<file path="config.mk">
export PLATFORM = sky130hd
export DESIGN_NAME = mem_access_unit_flat
export DESIGN_NICKNAME = d
export VERILOG_FILES = /design/src/rtl/mem_pkg.sv /design/src/rtl/mem_access_unit_if.sv /design/src/rtl/mem_load_extend.sv /design/src/rtl/mem_access_unit.sv /design/src/flat_wrapper.sv
export SDC_FILE = /design/constraint.sdc
export NUM_CORES = 1
export LEC_CHECK = 0
export CORE_MARGIN = 3
export CORE_UTILIZATION = 55
export DETAILED_ROUTE_END_ITERATION = 8
export GPL_TIMING_DRIVEN = 0
export HOLD_SLACK_MARGIN = 0.12
export PLACE_DENSITY = 0.95
export SLEW_MARGIN = 5
export SYNTH_ARGS = -nofsm -noshare
export SYNTH_HDL_FRONTEND = slang
export SYNTH_SLANG_ARGS = --single-unit
export TNS_END_PERCENT = 30
</file>
<file path="constraint.sdc">
create_clock -name clk -period 6 [get_ports clk]
set_input_delay 0.9 -clock clk [delete_from_list [all_inputs] [get_ports clk]]
set_output_delay 0.9 -clock clk [all_outputs]
set_load 0.01 [all_outputs]
</file>
<file path="src/rtl/mem_pkg.sv">
// Shared definitions for the MEM-stage byte-serial access sequencer.
package mem_pkg;

  localparam int unsigned ADDRESSL = 32;
  localparam int unsigned WORD     = 32;
  localparam int unsigned MEMW     = 8;
  localparam int unsigned LANES    = WORD / MEMW;

  localparam logic [1:0] SZ_BYTE = 2'b00;
  localparam logic [1:0] SZ_HALF = 2'b01;
  localparam logic [1:0] SZ_WORD = 2'b10;
  localparam logic [1:0] SZ_ILL  = 2'b11;

  typedef enum logic [1:0] {
    StIdle,
    StAccess,
    StDone
  } state_e;

  function automatic logic [2:0] beat_count(input logic [1:0] size);
    case (size)
      SZ_BYTE: return 3'd1;
      SZ_HALF: return 3'd2;
      default: return 3'(LANES);
    endcase
  endfunction

  function automatic logic size_legal(input logic [1:0] size, input logic [1:0] lsb);
    case (size)
      SZ_BYTE: return 1'b1;
      SZ_HALF: return ~lsb[0];
      SZ_WORD: return lsb == 2'b00;
      SZ_ILL:  return 1'b0;
      default: return 1'b0;
    endcase
  endfunction

  // Left-justify the sized store data so lane 0 (MSB) is the first byte sent.
  function automatic logic [WORD-1:0] lane_align(input logic [WORD-1:0] wdata,
                                                 input logic [1:0]      size);
    return wdata << (MEMW * (LANES - 32'(beat_count(size))));
  endfunction

endpackage

</file>
<file path="src/rtl/mem_access_unit_if.sv">
// Pipeline request/response and byte-wide data memory signals of the MEM stage.
interface mem_access_unit_if;
  import mem_pkg::*;

  logic                req_valid;
  logic                req_read;
  logic                req_write;
  logic [1:0]          req_size;
  logic                req_signed;
  logic [ADDRESSL-1:0] req_addr;
  logic [WORD-1:0]     req_wdata;

  logic                stall;
  logic                resp_valid;
  logic [WORD-1:0]     resp_rdata;
  logic                err;

  logic [ADDRESSL-1:0] mem_address;
  logic [MEMW-1:0]     mem_write_data;
  logic                mem_read;
  logic                mem_write;
  logic [MEMW-1:0]     mem_read_data;

  modport master (
    output req_valid, req_read, req_write, req_size, req_signed, req_addr, req_wdata,
    output mem_read_data,
    input  stall, resp_valid, resp_rdata, err,
    input  mem_address, mem_write_data, mem_read, mem_write
  );

  modport slave (
    input  req_valid, req_read, req_write, req_size, req_signed, req_addr, req_wdata,
    input  mem_read_data,
    output stall, resp_valid, resp_rdata, err,
    output mem_address, mem_write_data, mem_read, mem_write
  );

endinterface

</file>
<file path="src/rtl/mem_load_extend.sv">
// Sign/zero extension of the right-justified load assembly register by access size.
module mem_load_extend
  import mem_pkg::*;
(
  input  logic [WORD-1:0] asm_data,
  input  logic [1:0]      size,
  input  logic            is_signed,
  output logic [WORD-1:0] rdata
);

  always_comb begin
    rdata = asm_data;
    unique case (size)
      SZ_BYTE: rdata = {{(WORD - 8){is_signed & asm_data[7]}}, asm_data[7:0]};
      SZ_HALF: rdata = {{(WORD - 16){is_signed & asm_data[15]}}, asm_data[15:0]};
      default: rdata = asm_data;
    endcase
  end

endmodule

</file>
<file path="src/rtl/mem_access_unit.sv">
// MEM-stage sequencer: splits lb/lh/lw/sb/sh/sw into 1, 2 or 4 big-endian byte beats.
module mem_access_unit
  import mem_pkg::*;
(
  input logic              clk,
  input logic              rst,
  mem_access_unit_if.slave bus
);

  state_e              state_q, state_d;
  logic [1:0]          beat_q, beat_d;
  logic [1:0]          size_q, size_d;
  logic                signed_q, signed_d;
  logic                write_q, write_d;
  logic [ADDRESSL-1:0] base_q, base_d;
  logic [WORD-1:0]     wdata_q, wdata_d;
  logic [WORD-1:0]     asm_q, asm_d;
  logic [WORD-1:0]     rdata_q, rdata_d;
  logic [ADDRESSL-1:0] mem_address_q, mem_address_d;
  logic [MEMW-1:0]     mem_wdata_q, mem_wdata_d;
  logic                mem_read_q, mem_read_d;
  logic                mem_write_q, mem_write_d;

  logic                dir_ok, both_dir, legal, accept, reject, last_beat;
  logic [WORD-1:0]     lanes, ext_rdata;

  assign dir_ok    = bus.req_read ^ bus.req_write;
  assign both_dir  = bus.req_read & bus.req_write;
  assign legal     = size_legal(bus.req_size, bus.req_addr[1:0]);
  assign accept    = (state_q == StIdle) & bus.req_valid & dir_ok & legal;
  assign reject    = (state_q == StIdle) & bus.req_valid & (both_dir | (dir_ok & ~legal));
  assign last_beat = beat_q == 2'(beat_count(size_q) - 3'd1);
  assign lanes     = lane_align(bus.req_wdata, bus.req_size);

  mem_load_extend u_extend (
    .asm_data  (asm_q),
    .size      (size_q),
    .is_signed (signed_q),
    .rdata     (ext_rdata)
  );

  always_comb begin
    state_d       = state_q;
    beat_d        = beat_q;
    size_d        = size_q;
    signed_d      = signed_q;
    write_d       = write_q;
    base_d        = base_q;
    wdata_d       = wdata_q;
    asm_d         = asm_q;
    rdata_d       = rdata_q;
    mem_address_d = mem_address_q;
    mem_wdata_d   = mem_wdata_q;
    mem_read_d    = mem_read_q;
    mem_write_d   = mem_write_q;

    unique case (state_q)
      StIdle: begin
        if (accept) begin
          state_d       = StAccess;
          beat_d        = 2'd0;
          size_d        = bus.req_size;
          signed_d      = bus.req_signed;
          write_d       = bus.req_write;
          base_d        = bus.req_addr;
          asm_d         = '0;
          // Beat 0 is staged here so memory only ever sees registered controls.
          mem_address_d = bus.req_addr;
          mem_wdata_d   = lanes[WORD-1 -: MEMW];
          wdata_d       = lanes << MEMW;
          mem_read_d    = bus.req_read;
          mem_write_d   = bus.req_write;
        end
      end
      StAccess: begin
        if (!write_q) begin
          asm_d = {asm_q[WORD-MEMW-1:0], bus.mem_read_data};
        end
        if (last_beat) begin
          state_d     = StDone;
          mem_read_d  = 1'b0;
          mem_write_d = 1'b0;
        end else begin
          beat_d        = beat_q + 2'd1;
          mem_address_d = base_q + ADDRESSL'(beat_d);
          mem_wdata_d   = wdata_q[WORD-1 -: MEMW];
          wdata_d       = wdata_q << MEMW;
        end
      end
      StDone: begin
        state_d = StIdle;
        rdata_d = ext_rdata;
      end
      default: state_d = StIdle;
    endcase
  end

  always_ff @(posedge clk) begin
    if (rst) begin
      state_q       <= StIdle;
      beat_q        <= '0;
      size_q        <= '0;
      signed_q      <= 1'b0;
      write_q       <= 1'b0;
      base_q        <= '0;
      wdata_q       <= '0;
      asm_q         <= '0;
      rdata_q       <= '0;
      mem_address_q <= '0;
      mem_wdata_q   <= '0;
      mem_read_q    <= 1'b0;
      mem_write_q   <= 1'b0;
    end else begin
      state_q       <= state_d;
      beat_q        <= beat_d;
      size_q        <= size_d;
      signed_q      <= signed_d;
      write_q       <= write_d;
      base_q        <= base_d;
      wdata_q       <= wdata_d;
      asm_q         <= asm_d;
      rdata_q       <= rdata_d;
      mem_address_q <= mem_address_d;
      mem_wdata_q   <= mem_wdata_d;
      mem_read_q    <= mem_read_d;
      mem_write_q   <= mem_write_d;
    end
  end

  // Strobes are masked during reset so an aborted store stops before its next byte.
  assign bus.stall          = ~rst & (accept | (state_q == StAccess));
  assign bus.err            = ~rst & reject;
  assign bus.resp_valid     = ~rst & (state_q == StDone);
  assign bus.resp_rdata     = rst ? '0 : ((state_q == StDone) ? ext_rdata : rdata_q);
  assign bus.mem_address    = mem_address_q;
  assign bus.mem_write_data = mem_wdata_q;
  assign bus.mem_read       = ~rst & mem_read_q;
  assign bus.mem_write      = ~rst & mem_write_q;

endmodule

</file>
<file path="src/flat_wrapper.sv">
// flat-port wrapper written by rule: the top's interface ports become plain ports
module mem_access_unit_flat import mem_pkg::*;
  (clk, rst, bus_req_valid, bus_req_read, bus_req_write, bus_req_size, bus_req_signed, bus_req_addr, bus_req_wdata, bus_mem_read_data, bus_stall, bus_resp_valid, bus_resp_rdata, bus_err, bus_mem_address, bus_mem_write_data, bus_mem_read, bus_mem_write);
  mem_access_unit_if bus_i ();
  input logic clk;
  input logic rst;
  input wire logic [$bits(bus_i.req_valid)-1:0] bus_req_valid;
  input wire logic [$bits(bus_i.req_read)-1:0] bus_req_read;
  input wire logic [$bits(bus_i.req_write)-1:0] bus_req_write;
  input wire logic [$bits(bus_i.req_size)-1:0] bus_req_size;
  input wire logic [$bits(bus_i.req_signed)-1:0] bus_req_signed;
  input wire logic [$bits(bus_i.req_addr)-1:0] bus_req_addr;
  input wire logic [$bits(bus_i.req_wdata)-1:0] bus_req_wdata;
  input wire logic [$bits(bus_i.mem_read_data)-1:0] bus_mem_read_data;
  output wire logic [$bits(bus_i.stall)-1:0] bus_stall;
  output wire logic [$bits(bus_i.resp_valid)-1:0] bus_resp_valid;
  output wire logic [$bits(bus_i.resp_rdata)-1:0] bus_resp_rdata;
  output wire logic [$bits(bus_i.err)-1:0] bus_err;
  output wire logic [$bits(bus_i.mem_address)-1:0] bus_mem_address;
  output wire logic [$bits(bus_i.mem_write_data)-1:0] bus_mem_write_data;
  output wire logic [$bits(bus_i.mem_read)-1:0] bus_mem_read;
  output wire logic [$bits(bus_i.mem_write)-1:0] bus_mem_write;
  assign bus_i.req_valid = bus_req_valid;
  assign bus_i.req_read = bus_req_read;
  assign bus_i.req_write = bus_req_write;
  assign bus_i.req_size = bus_req_size;
  assign bus_i.req_signed = bus_req_signed;
  assign bus_i.req_addr = bus_req_addr;
  assign bus_i.req_wdata = bus_req_wdata;
  assign bus_i.mem_read_data = bus_mem_read_data;
  assign bus_stall = bus_i.stall;
  assign bus_resp_valid = bus_i.resp_valid;
  assign bus_resp_rdata = bus_i.resp_rdata;
  assign bus_err = bus_i.err;
  assign bus_mem_address = bus_i.mem_address;
  assign bus_mem_write_data = bus_i.mem_write_data;
  assign bus_mem_read = bus_i.mem_read;
  assign bus_mem_write = bus_i.mem_write;
  mem_access_unit u_core (.clk(clk), .rst(rst), .bus(bus_i));
endmodule
</file>
; ---- Word-level counts from Yosys, hierarchy flattened
; Index checks and enable logic that the tools add are counted.
[totals]
latchBits = 0
out_inout_bits = 77
mem_bits_rw = 0
mem_bits_ro = 0
memories = 0
ff_bits = 178
[op_classes]
reduce_logical = 10
n_lt_le_gt_ge = 0
eq_ne = 11
n_bitwise = 19
mul = 0
shifts = 1
n_div = 0
addsub = 4
n_mux = 29
[op_table]
columns = op, n
row1 = 32-bit 2-to-1 mux, 8
row2 = 32-bit one-hot mux with 2 select lines, 4
row3 = 32-bit by 2-bit adder with 32-bit output, 1
row4 = 32-bit by 32-bit << shifter with 32-bit output, 1
row5 = 8-bit 2-to-1 mux, 2
row6 = 8-bit one-hot mux with 2 select lines, 1
row7 = 1-bit AND, 13
row8 = 2-bit one-hot mux with 2 select lines, 3
row9 = 3-bit AND reduction, 3
row10 = 2-bit zero test, 4
row11 = 2-bit 2-to-1 mux, 4
row12 = "2-bit by 1-bit equality test with 1-bit output, second input constant", 3
row13 = "2-bit equality test, second input constant", 3
row14 = 3-bit one-hot mux with 2 select lines, 1
row15 = "2-bit by 1-bit inequality test with 1-bit output, second input constant", 2
row16 = "2-bit inequality test, second input constant", 2
row17 = 1-bit one-hot mux with 2 select lines, 2
row18 = 1-bit one-hot mux with 4 select lines, 1
row19 = 2-bit AND reduction, 2
row20 = "3-bit by 3-bit subtractor with 4-bit output, first input constant", 1
row21 = 1-bit 2-to-1 mux, 3
row22 = 1-bit inverter, 3
row23 = "2-bit by 1-bit adder with 2-bit output, second input constant", 1
row24 = 2-bit equality test, 1
row25 = other kinds (4), 5

; ---- Longest topological paths before layout
; Gate-level depths: netlist (run 1).
[depth]
ltp_word = 7
mapped_depth = 10
depth_no_buf = 8

; ---- Hierarchy
; From an unflattened synthesis (run 1), not the netlist that was laid out.
[unflattened]
cells_unflattened = 1009
hier_area_um2 = 8021.4
[by_module_without_submodules]
columns = mod, cells_each, n_inst, area_per_inst_um2, seq_area_each_um2
row1 = mem_access_unit, 943, 1, 7636.1, 3403.3
row2 = mem_load_extend, 66, 1, 385.4, 0.0

; ---- Worst setup path after synthesis (run 1)
; No wires, ideal clock.
[synth_path]
kind = input -> register
startpoint = input port bus_req_size[1]
endpoint = register u_core.wdata_q[10]
arrival_time_ns = 2.925
slack_ns = 3.015
path_buffers = 1
setup_ns = 0.059
path_stages = 9
cell_sequence = nor2_4 inv_2 buf_2 ha_1 xnor2_1 nand2_1 a2111o_1 nor2_2 a22o_1
[synth_via]
elab_chain_cells = 6
[synth_lines]
columns = element, line_no
row1 = from (decl), flat_wrapper.sv:10  ; input wire logic [$bits(bus_i.req_size)-1:0] bus_req_size;
row2 = 2-bit by 1-bit equality test with 1-bit output / 2-bit zero test (equally long branches), "mem_pkg.sv:21, mem_pkg.sv:29"
row3 = 3-bit one-hot mux with 2 select lines, mem_pkg.sv:21  ; case (size)
row4 = 3-bit by 3-bit subtractor with 4-bit output, mem_pkg.sv:41  ; return wdata << (MEMW * (LANES - 32'(beat_count(size))));
row5 = 32-bit by 32-bit << shifter with 32-bit output, mem_pkg.sv:41
row6 = 32-bit 2-to-1 mux, mem_access_unit.sv:59  ; if (accept) begin
row7 = 32-bit one-hot mux with 2 select lines, mem_access_unit.sv:57  ; unique case (state_q)
row8 = to (signal assigned), mem_access_unit.sv:120  ; wdata_q <= wdata_d;
row9 = to (decl), mem_access_unit.sv:16  ; logic [WORD-1:0] wdata_q, wdata_d;
; Several ways; a longest one is shown, not always the timed one. The select of a mux whose other input is x is not followed.
; A chain may end at the register's enable or synchronous reset.

; ---- Worst setup path in the final report (run 1)
[layout_path]
startpoint = input port bus_req_size[0]
endpoint = output port bus_stall
[layout_via]
elab_chain_cells = 5
[layout_lines]
columns = element, line_no
row1 = 2-bit equality test (tied with other cells), -
row2 = 1-bit one-hot mux with 4 select lines (*), mem_pkg.sv:29  ; case (size)
row3 = 1-bit AND (*), mem_access_unit.sv:30  ; assign accept = (state_q == StIdle) & bus.req_valid & dir_ok & legal;
row4 = 1-bit OR (*), mem_access_unit.sv:131  ; assign bus.stall = ~rst & (accept | (state_q == StAccess));
row5 = 1-bit AND (*), mem_access_unit.sv:131
row6 = to (decl), flat_wrapper.sv:15  ; output wire logic [$bits(bus_i.stall)-1:0] bus_stall;
; Every way passes the cells marked *; elsewhere a longest branch is shown, timed or not.

==> flow_metrics.tcl, run 1 <==
set metrics [dict create \
    grt_pass1_wl_um 38760 \
    hold_violations 0 \
    initial_core_util_pct 56.62 \
    portBuffers 156 \
    placed_area_sq_mm 0.009309 \
    status "completed" \
    overflow 0 \
    synth-edff-count 0 \
    p_per_area_mw_per_mm2 257.6 \
    slowest_stage "clkdlybuf4s50_1" \
    die_w_um 123.0 \
    p_sw_uw 665.2 \
    layout_commonest_cell "dfxtp_1" \
    slowest_delay_ns 0.62 \
    worstPathCellList "clkdlybuf4s50_1, a21oi_1, o2111ai_1, clkbuf_1, clkbuf_1, a21oi_1, clkdlybuf4s50_1" \
    seqPwrFrac_pct 46.7 \
    synth_area_leaders "dfxtp_1 45%, nand2_1 8.3%, a21oi_1 7.6%, mux2i_1 4.5%, o21ai_0 4.3%" \
    clkTransAtPathRegs_ns 0.06 \
    final_cell_mix "170 x dfxtp_1, 167 x nand2_1, 156 x clkdlybuf4s50_1" \
    tightest_slew_ns 1.288 \
    p_leak_uw 0.003378 \
    post-cts-setup-buffer-count 0 \
    synth_top_area_share_pct 45.21 \
    cp_max_fo 10 \
    seq_area_sq_mm 0.003403 \
    end_kind "output port" \
    worst-path-buf-inv 4 \
    yosysWarnings 0 \
    synth_cell_types 59 \
    dp_hpwl_um 17410 \
    synth_cells 920 \
    finalSetupViolCount 0 \
    cts.sink_count 170 \
    start_kind "input port" \
    finish.instance_area_sq_mm 0.009871 \
    viasPerCell 6.321 \
    hold_depth 2 \
    seq_area_frac_synth_pct 45.21 \
    hold_buffers 0 \
    gp_congestion 0.9594 \
    multi_input_area_sq_mm 0.003829 \
    grt_pass1_vias 7760 \
    maxSlewViolCount 0 \
    root_buffer "clkbuf_16" \
    syn2layout_area_growth_pct 31.13 \
    worstHoldEndpoint "u_core.rdata_q[28]" \
    drt_iter0_drc 1163 \
    r2r-end "u_core.bus.mem_address[21]" \
    antenna_found_initial 0 \
    htreeDepth 4 \
    num_rows 42 \
    regToRegSetupSlack_ns 3.12 \
    cts_resized 0 \
    required_ns 5.10 \
    fin_nets 1181 \
    ir_drop_uv 175.0 \
    ios 157 \
    min_period_ns 4.536 \
    fillers 923 \
    crit_family "buffers and inverters" \
    hold_start "u_core.rdata_q[28]" \
    yosys.area.top_type "dfxtp_1" \
    antenna_cells 0 \
    p_comb_share_pct 11.9 \
    fin_skew_ns 0.007940 \
    fmax_mhz 220.4 \
    drt_wl_total_um 25080 \
    cts_buffer_depth 2 \
    fp.dieH_um 123.0 \
    via_count 8116 \
    timing.final.crit_share_pct 75.61 \
    firstDrtPassIters 6 \
    dieArea_sq_mm 0.01513 \
    ant_nets 0 \
    netlist_area_sq_mm 0.007527 \
    rsz0062_at_grt "false" \
    ys_seq_elements 170 \
    r2r_start "u_core.beat_q[0]" \
    worstPathArrival_ns 3.64 \
    clock_latency_ns 0.43 \
    cts_buffers 17 \
    avgSynthCellArea_sq_um 8.182 \
    async_flop_share_pct 0 \
    final.setup.tns_ns 0 \
    grt_usage_pct 32.56 \
    core_area_sq_mm 0.01330 \
    crit_type "input port to output port" \
    wl_per_cell_um 19.53 \
    p_sw_share_pct 26.16 \
    slew_headroom_pct 13.31 \
    rr_worst_depth 8 \
    syn_nets 1006 \
    p_int_uw 1878 \
    grt_max_degree 17 \
    drive_gt1_share_pct 4.783 \
    drv_cap 0 \
    timing.hold.ws_ns 0.4588 \
    cts_tree "done" \
    min_path_type "flop to flop" \
    drc 0 \
    power_frac_clock_pct 41.4 \
    synthFlopType "dfxtp_1" \
]
[cell usage after synthesis (2+ instances only)]
cell type	n
nand3_1	53
or4_4	2
dfxtp_1	170
a221oi_1	12
mux2i_1	34
a211oi_1	8
nor2_1	62
buf_1	7
a22o_1	13
o31ai_1	7
nor3b_1	5
a221o_1	7
a31oi_1	3
nand4_1	6
nand2_1	167
nand2b_1	5
o21ai_1	2
o21a_1	5
or3_1	5
a2bb2oi_1	5
nor2b_1	4
a32o_1	2
nor4_1	8
xnor2_1	12
ha_1	5
buf_2	4
nor3_1	14
and4_1	4
nand4_2	2
a32oi_1	10
inv_1	7
clkbuf_1	54
xor2_1	10
o21ai_0	65
a21oi_1	114
a31o_2	4
[per-layer routing]
layer,share of wire (%),track usage [%]
met1,39,41.01
met2,46,52.72
met3,10,7.136
met4,4.5,16.47
met5,0,0
[stage by stage]
stage                     total power, uW  std cells  setup WS (ns)  utilization [%]
after detailed placement             1502       1252          1.517            70.02
after global routing                 2605       1284          1.330            74.24
after floorplan                      1355        920          3.015                -
final                                2543       1284          1.464            74.24
after CTS                            2532       1284          1.524            74.24
after global placement               1493       1252          1.501            70.02
[power by group through the flow]
stage	registers (uW)	logic [uW]	clock network [uW]
2_1_floorplan	1210	146	0
3_3_place_gp	1210	285	0
3_5_place_dp	1210	291	0
4_1_cts	1190	296	1050
5_1_grt	1190	322	1090
6_report	1190	302	1050
[worst min-delay path, cell delays in order, from the launching register on]
cell and delay [ns]:
dfxtp_1 0.30, nand2_1 0.05, a21oi_1 0.06
[final cells by class]
class                   count  share of cell area, %
multi-input cells         675                  38.79
flip-flops and latches    170                  34.48
repair buffers            156                  15.82
clock buffers              18                  4.449
plain buffers              67                  2.687
well taps                 176                  2.231
clock inverters            14                  1.242
inverters                   8                 0.3042
[registers in the layout (all words and copies together), names as in the netlist]
register,cells
u_core.asm_q,32
u_core.base_q,32
u_core.bus.mem_address,32
u_core.rdata_q,32
u_core.wdata_q,24
u_core.bus.mem_write_data,8
u_core.beat_q,2
u_core.size_q,2
u_core.state_q,2
u_core.mem_read_q,1
u_core.mem_write_q,1
u_core.signed_q,1
u_core.write_q,1
[cell families after synthesis]
logic type | count (synthesis) | synth area share [%]
flip-flops | 170 | 45.21
adder cells (fa/ha/maj) | 6 | 1.097
AO/OA/AOI/OAI | 268 | 22.02
multiplexers | 35 | 4.671
buffers and inverters | 75 | 3.923
AND/OR/NAND/NOR | 344 | 20.51
XOR/XNOR | 22 | 2.560
[worst max path at each step]
| stage | start | endpoint | slack, ns | cells after the start |
|---|---|---|---|---|
| finish | bus_req_size[0] | bus_stall | 1.46 | 7 |
| global route | bus_req_size[0] | bus_stall | 1.33 | 7 |
| detailed placement | bus_req_size[0] | bus_stall | 1.52 | 7 |
| CTS | bus_req_size[0] | bus_stall | 1.52 | 7 |
| global placement | bus_req_size[0] | bus_stall | 1.50 | 7 |
| floorplan | bus_req_size[1] | u_core.wdata_q[10] | 3.02 | 9 |
Note: power is estimated with default switching activity, not from simulation.
==> run 2, diff against run 1 <==
--- a/config.mk
+++ b/config.mk
@@ -6,11 +6,11 @@
 export NUM_CORES = 1
 export LEC_CHECK = 0
 export CORE_MARGIN = 3
-export CORE_UTILIZATION = 55
+export CORE_UTILIZATION = 51
 export DETAILED_ROUTE_END_ITERATION = 8
 export GPL_TIMING_DRIVEN = 0
 export HOLD_SLACK_MARGIN = 0.12
-export PLACE_DENSITY = 0.95
+export PLACE_DENSITY = 0.92
 export SLEW_MARGIN = 5
 export SYNTH_ARGS = -nofsm -noshare
 export SYNTH_HDL_FRONTEND = slang
==> constraint.sdc (replaced) <==
create_clock -name clk -period 4.19 [get_ports clk]
set_input_delay 0.6285 -clock clk [delete_from_list [all_inputs] [get_ports clk]]
set_output_delay 0.6285 -clock clk [all_outputs]
set_load 0.01 [all_outputs]
==> run 2 against run 1 <==
  * Power increased by 45%
  * Cell area increased by 0.30%
  * Cell count increased by 0.31%
  * Sequential share of layout area decreased by 0.10 points
  * Sequential power increased by 43%
  * Flip-flop and latch count unchanged
  * Global-route usage decreased by 4.3 points
  * First-iteration DRC count decreased by 20%
  * Setup slack got worse by 1.2 ns
  * Critical path depth unchanged
  * Combinational power increased by 42%
  * Non-clock buffer count unchanged
  * Critical path type unchanged
==> flow_metrics.tcl, run 2 (same netlist as run 1, synthesis figures left out) <==
set metrics [dict create \
    gp_congestion 0.9642 \
    timing.final.crit_share_pct 93.32 \
    initial_core_util_pct 53.20 \
    place_ws_ns 0.1956 \
    critPathLaunch "bus_req_size[0]" \
    cts.sink_count 170 \
    via_count 7852 \
    cts_buffers 17 \
    fin_skew_ns 0.008400 \
    cp_max_fo 10 \
    r2r-end "u_core.bus.mem_address[21]" \
    end_kind "output port" \
    layout_commonest_cell "dfxtp_1" \
    fmax_mhz 255.8 \
    die_w_um 127.5 \
    num_rows 43 \
    post-cts-setup-buffer-count 0 \
    ios 157 \
    final.setup.tns_ns 0 \
    dieArea_sq_mm 0.01625 \
    grt_pass1_vias 7425 \
    setup_slack_ns 0.2800 \
    ant_nets 0 \
    root_buffer "clkbuf_16" \
    clkTransAtPathRegs_ns 0.06 \
    rsz0062_at_grt "false" \
    cts_buffer_depth 2 \
    wl_per_cell_um 18.39 \
    status "completed" \
    required_ns 3.56 \
    overflow 0 \
    antenna_cells 0 \
    p_per_area_mw_per_mm2 373.1 \
    syn2layout_area_growth_pct 31.53 \
    grt_pass1_wl_um 37050 \
    min_period_ns 3.910 \
    rr_worst_depth 8 \
    maxSlewViolCount 0 \
    cts_resized 0 \
    crit_type "input port to output port" \
    cts_tree "done" \
    portBuffers 156 \
    clock_latency_ns 0.43 \
    drt_wl_total_um 23690 \
    crit_end "bus_stall" \
    hold_violations 0 \
    antenna_found_initial 1 \
    placed_area_sq_mm 0.009314 \
    final_cells 1288 \
    grt_max_degree 17 \
    core_area_sq_mm 0.01415 \
    tightest_slew_ns 1.168 \
    viasPerCell 6.096 \
    hold_buffers 0 \
    drc 0 \
    dp.cells 1256 \
    ir_drop_uv 279.6 \
    fp.dieH_um 127.5 \
    firstDrtPassIters 6 \
    fillers 1017 \
    slew_headroom_pct 21.43 \
    start_kind "input port" \
    final_cell_mix "170 x dfxtp_1, 167 x nand2_1, 156 x clkdlybuf4s50_1" \
    grt_usage_pct 28.30 \
    drive_gt1_share_pct 4.783 \
    drt_iter0_drc 929 \
    htreeDepth 4 \
    worstPathArrival_ns 3.28 \
    regToRegSetupSlack_ns 1.52 \
    dp_hpwl_um 16870 \
    min_path_type "flop to flop" \
    finish.instance_area_sq_mm 0.009901 \
    r2r_start "u_core.beat_q[0]" \
    finalSetupViolCount 0 \
    p_leak_uw 0.003399 \
    drv_cap 0 \
    fin_nets 1181 \
]
run 2: report_power, final:
part	internal (uW)	switching, uW
Combinational	195	233
Clock	897	670
Sequential	1660	37.8
Total	2750	941
run 2: how the worst min path moves through the flow:
| stage | startpoint | end | slack, ns | depth (start not counted) |
|---|---|---|---|---|
| 6_report | u_core.bus.mem_address[29] | u_core.bus.mem_address[29] | 0.46 | 2 |
| 5_1_grt | u_core.rdata_q[16] | u_core.rdata_q[16] | 0.48 | 2 |
| 4_1_cts | u_core.bus.mem_address[26] | u_core.bus.mem_address[26] | 0.46 | 2 |
| 3_5_place_dp | u_core.bus.mem_address[26] | u_core.bus.mem_address[26] | 0.45 | 2 |
| 3_3_place_gp | u_core.mem_write_q | u_core.mem_write_q | 0.44 | 2 |
| 2_1_floorplan | u_core.mem_write_q | u_core.mem_write_q | 0.43 | 2 |
run 2: critical path, stage by stage:
cell and delay [ns]:
clkdlybuf4s50_1 0.63, nor3_1 0.14, o2111ai_1 0.41, clkbuf_2 0.37, clkbuf_1 0.43, a21oi_1 0.15
clkdlybuf4s50_1 0.51
run 2: final cells by class:
class	instances	area (sq um)	area share, %
clock buffers	19	442.9	4.474
well taps	180	225.2	2.275
plain buffers	67	266.5	2.692
multi-input cells	675	3829	38.67
flip-flops and latches	170	3403	34.37
repair buffers	156	1562	15.77
clock inverters	13	142.6	1.441
inverters	8	30.03	0.3033
run 2: routing by layer:
layer,up-vias,share of wire [%],global-route usage [%]
met1,3655,41,37.31
met2,491,46,43.91
met3,74,10,6.773
met5,-,0.055,0
li1,3630,-,-
met4,2,3.5,13.19
run 2: per-stage QoR:
step	util [%]	hold slack [ns]	power, uW
after floorplan	-	0.4318	1940
after global placement	65.82	0.4391	2136
after detailed placement	65.82	0.4470	2147
after CTS	69.96	0.4608	3682
after global routing	69.97	0.4808	3800
final	69.97	0.4565	3694
==> run 3, diff against run 2 <==
--- a/config.mk
+++ b/config.mk
@@ -5,12 +5,14 @@
 export SDC_FILE = /design/constraint.sdc
 export NUM_CORES = 1
 export LEC_CHECK = 0
+export ABC_AREA = 1
 export CORE_MARGIN = 3
-export CORE_UTILIZATION = 51
+export CORE_UTILIZATION = 53
 export DETAILED_ROUTE_END_ITERATION = 8
 export GPL_TIMING_DRIVEN = 0
 export HOLD_SLACK_MARGIN = 0.12
-export PLACE_DENSITY = 0.92
+export MAX_ROUTING_LAYER = met4
+export PLACE_DENSITY = 0.93
 export SLEW_MARGIN = 5
 export SYNTH_ARGS = -nofsm -noshare
 export SYNTH_HDL_FRONTEND = slang
==> run 3 against run 2 <==
  * Die area is 6.2% higher
  * Sequential share of layout area is 2.8 points lower
  * Clock skew is 0.00090 ns lower
  * Critical path type unchanged
  * Largest cell class unchanged
  * Largest power group unchanged
==> flow_metrics.tcl, run 3 <==
set metrics [dict create \
    syn_nets 1360 \
    dp_hpwl_um 20610 \
    maxSlewViolCount 0 \
    slew_headroom_pct 53.22 \
    grt_pass1_wl_um 44170 \
    cp_max_fo 10 \
    synth.top_cells.by_count "393 x nand2_1, 174 x nor2_1, 170 x dfxtp_1" \
    seq_area_frac_synth_pct 40.83 \
    yosysWarnings 0 \
    ir_drop_uv 316.0 \
    finalSetupViolCount 0 \
    avgSynthCellArea_sq_um 6.542 \
    overflow 0 \
    clock_latency_ns 0.43 \
    async_flop_share_pct 0 \
    synth_most_common_cell "nand2_1" \
    grt_pass1_vias 8888 \
    p_leak_uw 0.004196 \
    hold_violations 0 \
    yosys.area.top_type "dfxtp_1" \
    status "completed" \
    drive_gt1_share_pct 6.502 \
    synthFlopType "dfxtp_1" \
    firstDrtPassIters 5 \
    min_path_type "flop to flop" \
    core_area_sq_mm 0.01531 \
    fp.dieH_um 131.4 \
    initial_core_util_pct 54.42 \
    multi_input_area_sq_mm 0.004304 \
    start_kind "input port" \
    synth_top_area_share_pct 40.83 \
    grt_usage_pct 32.15 \
    antenna_found_initial 0 \
    root_buffer "clkbuf_16" \
    fin_nets 1534 \
    portBuffers 155 \
    cts_resized 0 \
    fillers 1317 \
    ios 157 \
    final.setup.tns_ns 0 \
    hold_buffers 0 \
    ant_nets 0 \
    synth-edff-count 0 \
    drt_wl_total_um 27540 \
    synth_cell_types 31 \
    antenna_cells 0 \
    wl_per_cell_um 16.47 \
    htreeDepth 4 \
    rsz0062_at_grt "false" \
    gp_congestion 0.9994 \
    layout_commonest_cell "nand2_1" \
    netlist_area_sq_mm 0.008334 \
    clkTransAtPathRegs_ns 0.07 \
    cts_tree "done" \
    drc 0 \
    worstPathArrival_ns 2.91 \
    p_per_area_mw_per_mm2 365.7 \
    syn2layout_area_growth_pct 29.16 \
    cts.sink_count 170 \
    die_w_um 131.4 \
    viasPerCell 5.538 \
    place_ws_ns 0.5867 \
    final_cell_mix "393 x nand2_1, 174 x nor2_1, 170 x dfxtp_1" \
    end_kind "output port" \
    drt_iter0_drc 865 \
    num_rows 45 \
    tightest_slew_ns 0.7018 \
    min_period_ns 3.541 \
    required_ns 3.56 \
    setup_slack_ns 0.6493 \
    crit_type "input port to output port" \
    via_count 9260 \
    seq_area_sq_mm 0.003403 \
    cts_buffer_depth 2 \
    post-cts-setup-buffer-count 0 \
    ys_seq_elements 170 \
    fmax_mhz 282.4 \
    synth_cells 1274 \
    fin_skew_ns 0.007501 \
    synth_area_leaders "dfxtp_1 41%, nand2_1 18%, nor2_1 7.8%, o21ai_0 7.7%, a21oi_1 5.5%" \
    drv_cap 0 \
    dieArea_sq_mm 0.01727 \
    grt_max_degree 19 \
    timing.final.crit_share_pct 84.50 \
    cts_buffers 17 \
]
==> run 3: path summary, 6_finish.rpt <==
check | startpoint | endpoint | slack (ns) | cells past startpoint
worst max-delay path | bus_req_write | bus_stall | 0.65 | 8
worst min-delay path | u_core.bus.mem_address[27] | u_core.bus.mem_address[27] | 0.45 | 2
worst max register to register | u_core.beat_q[0] | u_core.bus.mem_address[24] | 1.92 | 11
worst min register to register | u_core.bus.mem_address[27] | u_core.bus.mem_address[27] | 0.45 | 2
==> run 3: layout make-up <==
| type | instances | share of cell area (%) |
|---|---|---|
| clock inverters | 14 | 1.627 |
| clock buffers | 18 | 4.080 |
| flip-flops and latches | 170 | 31.62 |
| multi-input cells | 955 | 39.99 |
| well taps | 211 | 2.453 |
| plain buffers | 76 | 3.278 |
| repair buffers | 155 | 14.41 |
| inverters | 73 | 2.546 |
==> run 3: kinds of logic (layout without fill, tap and decap cells) <==
| family | count (synthesis) | after routing | share of synthesized area [%] |
|---|---|---|---|
| AOI/OAI and AO/OA | 263 | 263 | 17.17 |
| and+or+nand+nor | 684 | 684 | 33.27 |
| DFF | 170 | 170 | 40.83 |
| adders and majority gates | 6 | 6 | 0.9909 |
| xor gates and xnor gates | 2 | 2 | 0.2102 |
| buffers and inverters | 149 | 336 | 7.521 |
==> run 3: critical path, stage by stage <==
cell,delay [ns]
clkdlybuf4s50_1,0.49
ha_1,0.32
inv_1,0.05
nor2_1,0.13
nand2_2,0.17
clkbuf_1,0.29
a21oi_1,0.26
clkdlybuf4s50_1,0.58
==> run 3: through the flow <==
step	hold slack (ns)	std cells	power, uW	utilization (%)	cell area (sq um)
detailed placement	0.4377	1640	2327	66.27	10150
global route	0.4727	1672	4067	70.29	10760
finish	0.4495	1672	3937	70.29	10760
floorplan	0.4262	1274	2063	-	8334
global placement	0.4357	1640	2316	66.27	10150
CTS	0.4529	1672	3921	70.29	10760
==> run 3: per-layer routing <==
metal	global-route usage, %	vias to the layer above	routed length (um)
met5	-	-	0
met1	40.45	4164	11360
li1	-	4484	-
met2	51.46	518	12670
met3	6.317	94	2527
met4	12.14	0	981
==> run 3: where the power goes <==
part / internal, uW / switching [uW]
Clock: 874 / 756
Sequential: 1680 / 47.3
Combinational: 237 / 340
